$ cat config.mk
export PLATFORM = sky130hd
export DESIGN_NAME = bias_relu_serializer
export DESIGN_NICKNAME = d
export VERILOG_FILES = /design/src/rtl/nn_pkg.sv /design/src/rtl/bias_act_unit.sv /design/src/rtl/bias_relu_serializer.sv
export SDC_FILE = /design/constraint.sdc
export NUM_CORES = 1
export LEC_CHECK = 0
export CAP_MARGIN = 20
export CORE_UTILIZATION = 50
export DETAILED_ROUTE_END_ITERATION = 12
export DONT_BUFFER_PORTS = 1
export PLACE_DENSITY = 0.7
export SLEW_MARGIN = 20
export SYNTH_ARGS = -nofsm -noshare
export SYNTH_HDL_FRONTEND = slang
export SYNTH_SLANG_ARGS = --single-unit
$ cat constraint.sdc
create_clock -name clk -period 20.7 [get_ports clk]
set_input_delay 4.14 -clock clk [delete_from_list [all_inputs] [get_ports clk]]
set_output_delay 4.14 -clock clk [all_outputs]
set_load 0.05 [all_outputs]
$ cat src/rtl/nn_pkg.sv
// Shared definitions for the NN layer datapath: element type, serializer states, saturation limits.
package nn_pkg;

  localparam int unsigned DATA_W = 32;

  typedef logic signed [DATA_W-1:0] data_t;

  typedef enum logic {
    IDLE,
    STREAM
  } ser_state_t;

  localparam data_t SAT_MAX = {1'b0, {(DATA_W-1){1'b1}}};
  localparam data_t SAT_MIN = {1'b1, {(DATA_W-1){1'b0}}};

endpackage

$ cat src/rtl/bias_act_unit.sv
// Combinational bias add with signed saturation followed by activation.
// BIAS_RELU_LEAKY_EN selects a leaky ReLU (arithmetic shift by LEAKY_SHIFT) instead of plain ReLU.
module bias_act_unit #(
  parameter int unsigned DATA_W = nn_pkg::DATA_W
`ifdef BIAS_RELU_LEAKY_EN
  ,
  parameter int unsigned LEAKY_SHIFT = 3
`endif
) (
  input  logic [DATA_W-1:0] element,
  input  logic [DATA_W-1:0] bias_val,
  output logic [DATA_W-1:0] result,
  output logic              sat
);

  localparam logic signed [DATA_W-1:0] MAX_V = {1'b0, {(DATA_W-1){1'b1}}};
  localparam logic signed [DATA_W-1:0] MIN_V = {1'b1, {(DATA_W-1){1'b0}}};

  logic signed [DATA_W:0]   sum;
  logic signed [DATA_W-1:0] clamped;

  always_comb begin
    sum = {element[DATA_W-1], element} + {bias_val[DATA_W-1], bias_val};
    // Overflow exactly when the two top bits of the extended sum disagree.
    sat = sum[DATA_W] ^ sum[DATA_W-1];
    if (!sat) begin
      clamped = sum[DATA_W-1:0];
    end else if (sum[DATA_W]) begin
      clamped = MIN_V;
    end else begin
      clamped = MAX_V;
    end
    if (clamped[DATA_W-1]) begin
`ifdef BIAS_RELU_LEAKY_EN
      result = clamped >>> LEAKY_SHIFT;
`else
      result = '0;
`endif
    end else begin
      result = clamped;
    end
  end

endmodule

$ cat src/rtl/bias_relu_serializer.sv
// Captures an MxN matrix plus per-column bias, then streams bias+activation results in row-major order.
// Optional leaky activation via BIAS_RELU_LEAKY_EN (adds parameter LEAKY_SHIFT).
module bias_relu_serializer
  import nn_pkg::*;
#(
  parameter int unsigned M      = 2,
  parameter int unsigned N      = 2,
  parameter int unsigned DATA_W = 32,
`ifdef BIAS_RELU_LEAKY_EN
  parameter int unsigned LEAKY_SHIFT = 3,
`endif
  localparam int unsigned IDX_W = (M*N > 1) ? $clog2(M*N) : 1
) (
  input  logic                    clk,
  input  logic                    reset,
  input  logic                    in_valid,
  output logic                    in_ready,
  input  logic [M*N*DATA_W-1:0]   in_matrix,
  input  logic [N*DATA_W-1:0]     bias,
  output logic                    out_valid,
  input  logic                    out_ready,
  output logic [DATA_W-1:0]       out_data,
  output logic [IDX_W-1:0]        out_index,
  output logic                    out_last,
  output logic                    out_sat
);

  localparam int unsigned ELEMS = M*N;
  localparam int unsigned COL_W = (N > 1) ? $clog2(N) : 1;
  localparam logic [IDX_W-1:0] LAST_IDX = IDX_W'(ELEMS-1);
  localparam logic [COL_W-1:0] LAST_COL = COL_W'(N-1);

  ser_state_t state, state_nxt;

  logic [DATA_W-1:0] mat_buf  [ELEMS];
  logic [DATA_W-1:0] bias_buf [N];
  logic [COL_W-1:0]  out_col;
  logic [IDX_W-1:0]  nxt_idx;
  logic [COL_W-1:0]  nxt_col;
  logic [DATA_W-1:0] sel_elem, sel_bias, act_result;
  logic              act_sat;

  assign in_ready = (state == IDLE);
  assign nxt_idx  = (out_index == LAST_IDX) ? '0 : out_index + 1'b1;
  assign nxt_col  = (out_col == LAST_COL) ? '0 : out_col + 1'b1;

  // In IDLE the unit sees element 0 straight from the inputs so the first result
  // can be registered on the same edge that fills the buffers.
  always_comb begin
    if (state == IDLE) begin
      sel_elem = in_matrix[DATA_W-1:0];
      sel_bias = bias[DATA_W-1:0];
    end else begin
      sel_elem = mat_buf[nxt_idx];
      sel_bias = bias_buf[nxt_col];
    end
  end

  bias_act_unit #(
    .DATA_W(DATA_W)
`ifdef BIAS_RELU_LEAKY_EN
    ,
    .LEAKY_SHIFT(LEAKY_SHIFT)
`endif
  ) u_act (
    .element (sel_elem),
    .bias_val(sel_bias),
    .result  (act_result),
    .sat     (act_sat)
  );

  always_ff @(posedge clk or posedge reset) begin
    if (reset) begin
      state <= IDLE;
    end else begin
      state <= state_nxt;
    end
  end

  always_comb begin
    state_nxt = state;
    case (state)
      IDLE:    if (in_valid) state_nxt = STREAM;
      STREAM:  if (out_ready && out_last) state_nxt = IDLE;
      default: state_nxt = IDLE;
    endcase
  end

  always_ff @(posedge clk or posedge reset) begin
    if (reset) begin
      out_valid <= 1'b0;
      out_data  <= '0;
      out_index <= '0;
      out_col   <= '0;
      out_last  <= 1'b0;
      out_sat   <= 1'b0;
      for (int unsigned i = 0; i < ELEMS; i++) mat_buf[i] <= '0;
      for (int unsigned j = 0; j < N; j++) bias_buf[j] <= '0;
    end else begin
      case (state)
        IDLE: begin
          if (in_valid) begin
            for (int unsigned i = 0; i < ELEMS; i++) mat_buf[i] <= in_matrix[i*DATA_W +: DATA_W];
            for (int unsigned j = 0; j < N; j++) bias_buf[j] <= bias[j*DATA_W +: DATA_W];
            out_data  <= act_result;
            out_sat   <= act_sat;
            out_index <= '0;
            out_col   <= '0;
            out_last  <= (LAST_IDX == '0);
            out_valid <= 1'b1;
          end
        end
        STREAM: begin
          if (out_ready) begin
            if (out_last) begin
              out_valid <= 1'b0;
            end else begin
              out_data  <= act_result;
              out_sat   <= act_sat;
              out_index <= nxt_idx;
              out_col   <= nxt_col;
              out_last  <= (nxt_idx == LAST_IDX);
            end
          end
        end
        default: out_valid <= 1'b0;
      endcase
    end
  end

endmodule

[Word level (Yosys, flattened, before mapping)]
Cells that the tools add are included.
W data, S select, Z words.
Word-level totals
  register bits after elaboration: 231
  memories: 0
  latch bits: 0
  bits in writable memories: 0
  output and inout port bits: 38
  logic and storage cells: 72
  input bits: 196
  ROM bits: 0
Cells by class
  eq/ne operators: 6
  $lt $le $gt $ge: 2
  shift operators: 0
  muxes and demuxes: 39
  divide/modulo/power cells: 0
  $add $sub $neg: 3
  multiply operators: 0
  reduce and logical (&&, ||, !) cells: 5
  bitwise gates (word level): 4
Operators by type and width (count)
  $mux W32: 12
  $bmux W32 S2: 1
  $pmux W32 S2: 1
  $add A32 B32 Y33: 1
  $mux W31: 1
  $mux W1: 14
  $pmux W1 S2: 5
  $mux W2: 4
  $ne A2 B2 Y1 const B: 4
  $reduce_and A3 Y1: 2
  $eq A2 B2 Y1 const B: 2
  $pmux W2 S2: 1
  $reduce_and A2 Y1: 2
  $ge A3 B3 Y1 const B: 1
  $not A2 Y3: 1
  $add A2 B1 Y2 const B: 1
  $ge A2 B2 Y1 const B: 1
  $not A1 Y2: 1
  $add A1 B1 Y1 const B: 1
  $logic_and A1 B1 Y1: 1
  $not A1 Y1: 1
  $xor A1 B1 Y1: 1

[Logic depth before layout (Yosys ltp)]
Gate-level depths: netlist (run 1).
  depth after elaboration: 14
  depth in mapped cells: 19
  gate-level depth less buffers: 15

[Hierarchy]
From an unflattened synthesis (run 1), not the netlist that was laid out.
Unflattened totals
  cells, all modules: 1028
  area total of the unflattened synthesis: 12709.7 µm²
By module, submodules not included
  bias_relu_serializer: cells each 763, area each 10704.0 µm², times used 1, seq. area each 5780.5 µm²
  bias_act_unit: cells each 265, area each 2005.7 µm², times used 1, seq. area each 0.0 µm²

[Worst setup path before layout (run 1)]
Ideal clock, no wire load.
  path kind: input -> register
  start point: input in_matrix[16]
  end point: register out_data[30]
  path buffers: 2
  setup time: 145 ps
  path slack: 13909 ps
  required time: 20555 ps
  arrival: 6646 ps
  stages: 12
  path through: mux2_2 > ha_1 > buf_6 > a211o_1 > a21oi_2 > o21bai_1 > a21o_1 > a221o_1 > or2_4 > o2111ai_4 > buf_12 > o211ai_2
Between the ends
  word-level cells in the longest chain between the ends: 8
  elaborated cells between the ends (all ways): 10
  classes of those cells: add/sub (1); mux (8); bitwise (1)
Ends and longest elaborated chain
  from (decl): RTL line bias_relu_serializer.sv:18  | input logic [M*N*DATA_W-1:0] in_matrix,
  $mux W32 (*): RTL line bias_relu_serializer.sv:50  | if (state == IDLE) begin
  $add A32 B32 Y33 (*): RTL line bias_act_unit.sv:23  | sum = {element[DATA_W-1], element} + {bias_val[DATA_W-1], bias_val};
  $mux W32 / $xor A1 B1 Y1 (equally long branches): RTL line bias_act_unit.sv:28, bias_act_unit.sv:25
  $mux W32 (*): RTL line bias_act_unit.sv:26  | if (!sat) begin
  $mux W31 (*): RTL line bias_act_unit.sv:33  | if (clamped[DATA_W-1]) begin
  $mux W32: RTL line bias_relu_serializer.sv:115  | if (out_last) begin
  $mux W32: RTL line bias_relu_serializer.sv:114  | if (out_ready) begin
  $pmux W32 S2 (*): RTL line bias_relu_serializer.sv:100  | case (state)
  to (signal assigned): RTL line bias_relu_serializer.sv:105  | out_data <= act_result;
  to (signal assigned): RTL line bias_relu_serializer.sv:118  | out_data <= act_result;
  to (decl): RTL line bias_relu_serializer.sv:22  | output logic [DATA_W-1:0] out_data,
Every way passes the cells marked *; elsewhere a longest branch is shown, timed or not. The select of a mux whose other input is x is not followed.
A chain may end at the register's enable or synchronous reset.

[Worst setup path after layout (run 1)]
  start point: input in_matrix[16]
  end point: register out_data[29]
Same word-level chain as after synthesis.

==> impl_metrics.json, run 1 <==
{
  "fillers": 1952,
  "rsz0062_at_grt": "no",
  "crit_fanout": 31,
  "grt_pass1_vias": 8066,
  "post_cts_buffers": 0,
  "cts_sinks": 230,
  "place_congestion": 0.8628,
  "ff2ff_path_depth": 14,
  "die-area_um2": 25200,
  "antenna_left": 0,
  "dp_cells": 1255,
  "initial_core_util": 0.5172,
  "setup_viol": 0,
  "via_per_inst": 5.876,
  "setup_tns_ns": 0,
  "synth_cells": 991,
  "synthFlopType": "dfrtp_1",
  "synth_top_cell_area_share": 0.4685,
  "rrSetupSlack_ns": 14.74,
  "synth-seq-cells": 230,
  "syn_avg_cell_area_um2": 12.40,
  "post_cts_resized": 0,
  "drc": 0,
  "antenna_found_initial": 8,
  "layout.nets": 1194,
  "grt_pass1_wl_um": 46010,
  "r2r-end": "out_data[29]",
  "crit_arrival_ns": 7.38,
  "stdcell_count": 1305,
  "cts_hold_buf": 0,
  "h-tree-depth": 1,
  "async_reset_ff_frac": 1.000,
  "outcome": "finished, final reports clean",
  "multi_input_area_um2": 6207,
  "layout_min_cycle_time_ns": 7.030,
  "critPathCapture": "out_data[29]",
  "cp.required_ns": 21.05,
  "fp.dieW_um": 158.8,
  "io_buffer_count": 0,
  "clock_latency_ns": 0.54,
  "area_delta_synth_final_pct": 9.298,
  "die_height_um": 158.8,
  "route.vias.total": 7668,
  "synth_most_common_cell": "dfrtp_1",
  "synth_area_leader_cell": "dfrtp_1",
  "place_ws_ns": 13.11,
  "clock.fmax_mhz": 142.2,
  "grt_start_max_net_pins": 103,
  "place_hpwl_um": 20740,
  "syn_area_um2": 12290,
  "cp-startpoint": "in_matrix[16]",
  "io_pins": 234,
  "min_path_type": "reg2reg",
  "cts_buffer_depth": 3,
  "synth_cell_types": 62,
  "yosysWarnings": 0,
  "crit_type": "in2reg",
  "wirelength_um": 28720,
  "cts_tree": "yes",
  "clk_pin_slew_ns": 0.06,
  "seq_area_um2": 5761,
  "grt_overflow": 0,
  "hold_viol_final": 0,
  "first_iter_violations": 411,
  "reg2reg_from": "out_index[0]",
  "slew_headroom": 0.2995,
  "track_usage": 0.2315,
  "drv_slew": 0,
  "final_layout_size_suffix_gt1_frac": 0.3405,
  "clock-skew-final_ns": 0.01012,
  "final.setup.worst_slack_ns": 13.67,
  "synthTopCellsByCount": "dfrtp_1, mux2_2, a21oi_1",
  "wl_per_cell_um": 22.00,
  "fp.coreArea_um2": 23750,
  "root_buffer": "clkbuf_16",
  "synth_edf_count": 0,
  "drv_cap": 0,
  "rows": 56,
  "cp-start-kind": "input port",
  "tightest_slew_ns": 1.051,
  "yosys-top-cells-area": "dfrtp_1, mux2_2, mux4_2, ha_1, a21oi_1",
  "numCtsBuffers": 25,
  "fin_crit_sh": 0.3396,
  "synthesis.nets": 1222,
  "setup.worst_path.end_class": "register",
  "yosysSeqAreaShare": 0.4685,
  "dr.pass1.iters": 5
}
[worst max-delay path: stages]
cell and delay [ns]:
mux2_2 0.29, ha_1 0.41, a211o_1 0.34, a21oi_2 0.15, o21bai_1 0.08, a21o_1 0.21
a221o_1 0.37, or2_4 0.29, o2111ai_4 0.80, o311ai_0 0.28
[how the worst min path moves through the flow]
stage,slack (ns),depth (start not counted),to,from
CTS,0.51,1,mat_buf[67],mat_buf[67]
detailed placement,0.49,1,mat_buf[26],mat_buf[26]
global route,0.51,1,mat_buf[21],mat_buf[21]
finish,0.50,1,mat_buf[82],mat_buf[82]
floorplan,0.48,1,mat_buf[0],mat_buf[0]
global placement,0.48,1,mat_buf[119],mat_buf[119]
[final cells by class]
class / instances / area share
Multi-Input combinational cell: 680 / 0.4623
Sequential cell: 230 / 0.4290
Clock buffer: 34 / 0.05432
Tap cell: 319 / 0.02972
Clock inverter: 11 / 0.01314
Timing Repair Buffer: 10 / 0.005591
Inverter: 16 / 0.005032
Antenna cell: 5 / 0.0009318
[cells in the final DEF, fill, tap and decap left out, drive strengths merged, types with 3 or more instances in the layout]
cell and count:
mux2 224, a31oi 5, a21boi 3, diode 5
nand4 8, nor2 49, o2111ai 3, o31ai 3
inv 18, clkinv 5, nor3 4, o21ai 19
clkbuf 34, bufinv 4, nor2b 5, o311ai 3
o21a 4, a21oi 67, xnor2 17, nand3 6
and3 5, o211ai 13, o21bai 4, dfrtp 230
ha 34, nand2 56, buf 10, a21o 19
nand2b 8, mux4 32, xor2 10, a22oi 17
mux2i 32
[registers in the layout (all words and copies together) (netlist names)]
name / count
out_col: 1
mat_buf: 128
state: 1
out_data: 31
out_last: 1
bias_buf: 64
out_valid: 1
out_index: 2
out_sat: 1
[stage by stage]
stage	util	hold slack, ns	cell area, um^2
after global placement	0.5267	0.4834	12510
after CTS	0.5648	0.5054	13420
after floorplan	-	0.4752	12290
after detailed placement	0.5267	0.4912	12510
after global routing	0.5652	0.5148	13430
final	0.5653	0.5025	13430
[layer usage]
layer,up-vias,global-route usage,wire length [um]
met3,40,0.06766,2236
met2,209,0.3561,13100
met1,3824,0.3198,12640
met5,-,0,11
met4,2,0.06002,729
li1,3593,-,-
[logic make-up (layout without fill, tap and decap cells)]
| kind of cell | count (synthesis) | in the layout | share of synthesized area |
|---|---|---|---|
| xor gates and xnor gates | 27 | 27 | 0.01925 |
| AOI/OAI and AO/OA | 180 | 180 | 0.1030 |
| buffers and inverters | 81 | 71 | 0.02862 |
| muxes | 288 | 288 | 0.2901 |
| adders and majority gates | 35 | 35 | 0.03626 |
| DFF | 230 | 230 | 0.4685 |
| and+or+nand+nor | 149 | 149 | 0.05408 |
| other | 1 | 6 | 0.0003052 |
Power of run 1 is not shown: default switching activity piles up to over one toggle a cycle in this logic, so the estimate is an artifact.
==> run 2: changes to the inputs <==
- clock period: 20.7 -> 6.69 ns (I/O delays scaled with it)
==> impl_metrics.json, run 2 (synthesis gave the netlist of run 1 again) <==
{
  "cpMaxStageDelayCell": "o22ai_2",
  "cts_buffer_depth": 3,
  "clock.fmax_mhz": 167.4,
  "place_ws_ns": 0.6813,
  "numCtsBuffers": 25,
  "drv_cap": 0,
  "fp.dieW_um": 158.8,
  "fillers": 1944,
  "initial_core_util": 0.5172,
  "grt_pass1_wl_um": 46310,
  "cts_sinks": 230,
  "place_hpwl_um": 21200,
  "largest_reg_flops": 128,
  "hold_ws_ns": 0.5021,
  "layout_min_cycle_time_ns": 5.974,
  "crit_fanout": 31,
  "setup_viol": 0,
  "rsz0062_at_grt": "no",
  "first_iter_violations": 513,
  "clk_pin_slew_ns": 0.06,
  "fp.coreArea_um2": 23750,
  "root_buffer": "clkbuf_16",
  "path_cells": "inv_1, ha_2, buf_4, mux4_2, mux2_2, ha_1, inv_1, fa_1, nand2b_1, a21oi_1, o21ai_0, nand2_1, a41oi_1, o22ai_2, o2111ai_4, o311ai_0",
  "io_pins": 234,
  "grt_start_max_net_pins": 193,
  "post_cts_buffers": 0,
  "fin_crit_sh": 0.8930,
  "outcome": "finished, final reports clean",
  "die_height_um": 158.8,
  "cts_hold_buf": 0,
  "wl_per_cell_um": 22.39,
  "track_usage": 0.2344,
  "setup.worst_path.end_class": "register",
  "reg.largest.list": "mat_buf: 128 flops, bias_buf: 64 flops, out_data: 31 flops",
  "crit_top_cell": "inv_1",
  "cp-start-kind": "register",
  "io_buffer_count": 0,
  "crit_family": "compound AO/OA/AOI/OAI gates",
  "drv_slew": 0,
  "cts_tree": "yes",
  "grt_pass1_vias": 7961,
  "path_buf_inv": 3,
  "slew_headroom": 0.3130,
  "crit_arrival_ns": 6.37,
  "layout_common_cells": "dfrtp_1, mux2_2, a21oi_1",
  "setup_tns_ns": 0,
  "area_delta_synth_final_pct": 8.229,
  "cp.required_ns": 7.09,
  "layout.nets": 1195,
  "hold_viol_final": 0,
  "die-area_um2": 25200,
  "tightest_slew_ns": 1.031,
  "clock_latency_ns": 0.52,
  "rows": 56,
  "clock-skew-final_ns": 0.008226,
  "antenna_found_initial": 6,
  "mostFrequentLayoutCell": "dfrtp_1",
  "wirelength_um": 29100,
  "crit_type": "reg2reg",
  "route.vias.total": 7739,
  "dr.pass1.iters": 5,
  "largest_register": "mat_buf",
  "drc": 0,
  "final.setup.worst_slack_ns": 0.7159,
  "final_layout_size_suffix_gt1_frac": 0.3357,
  "h-tree-depth": 1,
  "min_path_type": "reg2reg",
  "via_per_inst": 5.953,
  "post_cts_resized": 0,
  "slowest_delay_ns": 0.77,
  "antenna_left": 0,
  "place_congestion": 0.8768,
  "grt_overflow": 0
}
-- run 2: path summary, 6_finish.rpt --
| check | end | slack (ns) | from | cells past startpoint |
|---|---|---|---|---|
| worst max-delay path | out_data[29] | 0.72 | out_index[0] | 16 |
| worst min-delay path | mat_buf[71] | 0.50 | mat_buf[71] | 1 |
| worst max register to register | out_data[29] | 0.72 | out_index[0] | 16 |
| worst min register to register | mat_buf[71] | 0.50 | mat_buf[71] | 1 |
| max in group asynchronous | state | 4.24 | reset | 3 |
| min in group asynchronous | mat_buf[107] | 0.92 | reset | 2 |
-- run 2: area by class of cell --
| type | count | area, um^2 | share of cell area |
|---|---|---|---|
| Tap cell | 319 | 399.1 | 0.03002 |
| Timing Repair Buffer | 11 | 107.6 | 0.008093 |
| Sequential cell | 230 | 5761 | 0.4332 |
| Antenna cell | 4 | 10.01 | 0.0007528 |
| Inverter | 16 | 63.81 | 0.004799 |
| Multi-Input combinational cell | 680 | 6213 | 0.4673 |
| Clock buffer | 35 | 713.2 | 0.05364 |
| Clock inverter | 5 | 28.78 | 0.002164 |
-- run 2: metal layers --
| layer | GRT usage | part of all wire | wire [um] |
|---|---|---|---|
| met5 | 0 | 0.00076 | 22 |
| met4 | 0.05869 | 0.022 | 634 |
| met3 | 0.07158 | 0.085 | 2461 |
| met2 | 0.3509 | 0.45 | 12950 |
| met1 | 0.3310 | 0.45 | 13030 |
-- run 2: stage by stage --
stage / utilization / area [um^2] / instances
floorplan: - / 12290 / 991
global placement: 0.5273 / 12520 / 1255
detailed placement: 0.5273 / 12520 / 1255
CTS: 0.5585 / 13270 / 1295
global route: 0.5595 / 13290 / 1297
finish: 0.5598 / 13300 / 1300
Power of run 2 is left out for the same reason.
==> run 3: changes to the inputs <==
- CTS_BUF_LIST: default -> sky130_fd_sc_hd__clkbuf_4 sky130_fd_sc_hd__clkbuf_8
- GPL_ROUTABILITY_DRIVEN: default -> 1
==> impl_metrics.json, run 3 (synthesis gave the netlist of run 1 again) <==
{
  "cts_hold_buf": 0,
  "slew_headroom": 0.2728,
  "wl_per_cell_um": 22.23,
  "cpMaxStageDelayCell": "o22ai_2",
  "drv_cap": 0,
  "reg.largest.list": "mat_buf: 128 flops, bias_buf: 64 flops, out_data: 31 flops",
  "antenna_left": 0,
  "dr.pass1.iters": 7,
  "crit_arrival_ns": 6.41,
  "initial_core_util": 0.5172,
  "tightest_slew_ns": 1.091,
  "slowest_delay_ns": 0.76,
  "place_congestion": 0.8768,
  "crit_fanout": 31,
  "crit_family": "compound AO/OA/AOI/OAI gates",
  "crit_top_cell": "inv_1",
  "clock_latency_ns": 0.54,
  "stdcell_area_um2": 13480,
  "track_usage": 0.2396,
  "drv_slew": 0,
  "grt_pass1_wl_um": 47070,
  "post_cts_resized": 0,
  "grt_start_max_net_pins": 193,
  "setup_viol": 0,
  "route.vias.total": 7820,
  "numCtsBuffers": 39,
  "place_hpwl_um": 21200,
  "wirelength_um": 29660,
  "layout_common_cells": "dfrtp_1, mux2_2, a21oi_1",
  "layout.nets": 1209,
  "die-area_um2": 25200,
  "setup_tns_ns": 0,
  "layout_min_cycle_time_ns": 5.990,
  "cts_buffer_depth": 3,
  "hold_viol_final": 0,
  "cts_tree": "yes",
  "clock-skew-final_ns": 0.01576,
  "post_cts_buffers": 0,
  "h-tree-depth": 2,
  "setup.worst_path.end_class": "register",
  "io_pins": 234,
  "place_area_um2": 12520,
  "cp.required_ns": 7.11,
  "min_path_type": "reg2reg",
  "fin_crit_sh": 0.8953,
  "grt_pass1_vias": 8164,
  "cts_sinks": 230,
  "via_per_inst": 5.862,
  "largest_reg_flops": 128,
  "area_delta_synth_final_pct": 9.705,
  "clk_pin_slew_ns": 0.06,
  "mostFrequentLayoutCell": "dfrtp_1",
  "drc": 0,
  "rsz0062_at_grt": "no",
  "outcome": "finished, final reports clean",
  "antenna_found_initial": 8,
  "largest_register": "mat_buf",
  "first_iter_violations": 522,
  "root_buffer": "clkbuf_8",
  "io_buffer_count": 0,
  "die_height_um": 158.8,
  "clock.fmax_mhz": 167.0,
  "rows": 56,
  "final_layout_size_suffix_gt1_frac": 0.3617,
  "crit_type": "reg2reg",
  "fp.dieW_um": 158.8,
  "cp-start-kind": "register",
  "fp.coreArea_um2": 23750,
  "path_cells": "inv_1, ha_2, buf_4, mux4_2, mux2_2, ha_1, inv_1, fa_1, nand2b_1, a21oi_1, o21ai_0, nand2_1, a41oi_1, o22ai_2, o2111ai_4, o311ai_0",
  "grt_overflow": 0,
  "path_buf_inv": 3
}
==> run 3: cell count changes in the layout (fill, tap and decap cells not counted), sizes merged <==
cell    delta
clkbuf    +31
diode      +2
bufinv     +1
==> run 3: final timing paths <==
check                             startpoint      endpoint  slack [ns]  cells after the start
worst min register to register  mat_buf[103]  mat_buf[103]        0.50                      1
max in group asynchronous              reset         state        4.24                      3
worst max-delay path            out_index[0]  out_data[29]        0.70                     16
min in group asynchronous              reset   mat_buf[42]        0.89                      2
worst min-delay path            mat_buf[103]  mat_buf[103]        0.50                      1
worst max register to register  out_index[0]  out_data[29]        0.70                     16
==> run 3: final cells by class <==
type,count,area (um^2)
timing repair buffer,11,107.6
tap,319,399.1
inverter,16,63.81
fill,1929,10270
antenna,6,15.01
sequential,230,5761
clock buffer,66,845.8
multi-input combinational,680,6213
clock inverter,6,72.57
==> run 3: per-stage QoR <==
stage / instances / setup WS (ns) / util / hold WS (ns)
final: 1334 / 0.7003 / 0.5674 / 0.5016
after global routing: 1331 / 0.1948 / 0.5671 / 0.5176
after CTS: 1327 / 0.6681 / 0.5660 / 0.5039
after detailed placement: 1255 / 0.6813 / 0.5273 / 0.4901
after global placement: 1255 / 0.8023 / 0.5273 / 0.4830
after floorplan: 991 / 1.617 / - / 0.4752
==> run 3: layer usage <==
| metal | share of wire | global-route usage |
|---|---|---|
| met1 | 0.45 | 0.3306 |
| met2 | 0.44 | 0.3505 |
| met3 | 0.080 | 0.07732 |
| met4 | 0.026 | 0.09091 |
| met5 | 0.00074 | 0 |
Power of run 3 is left out for the same reason.
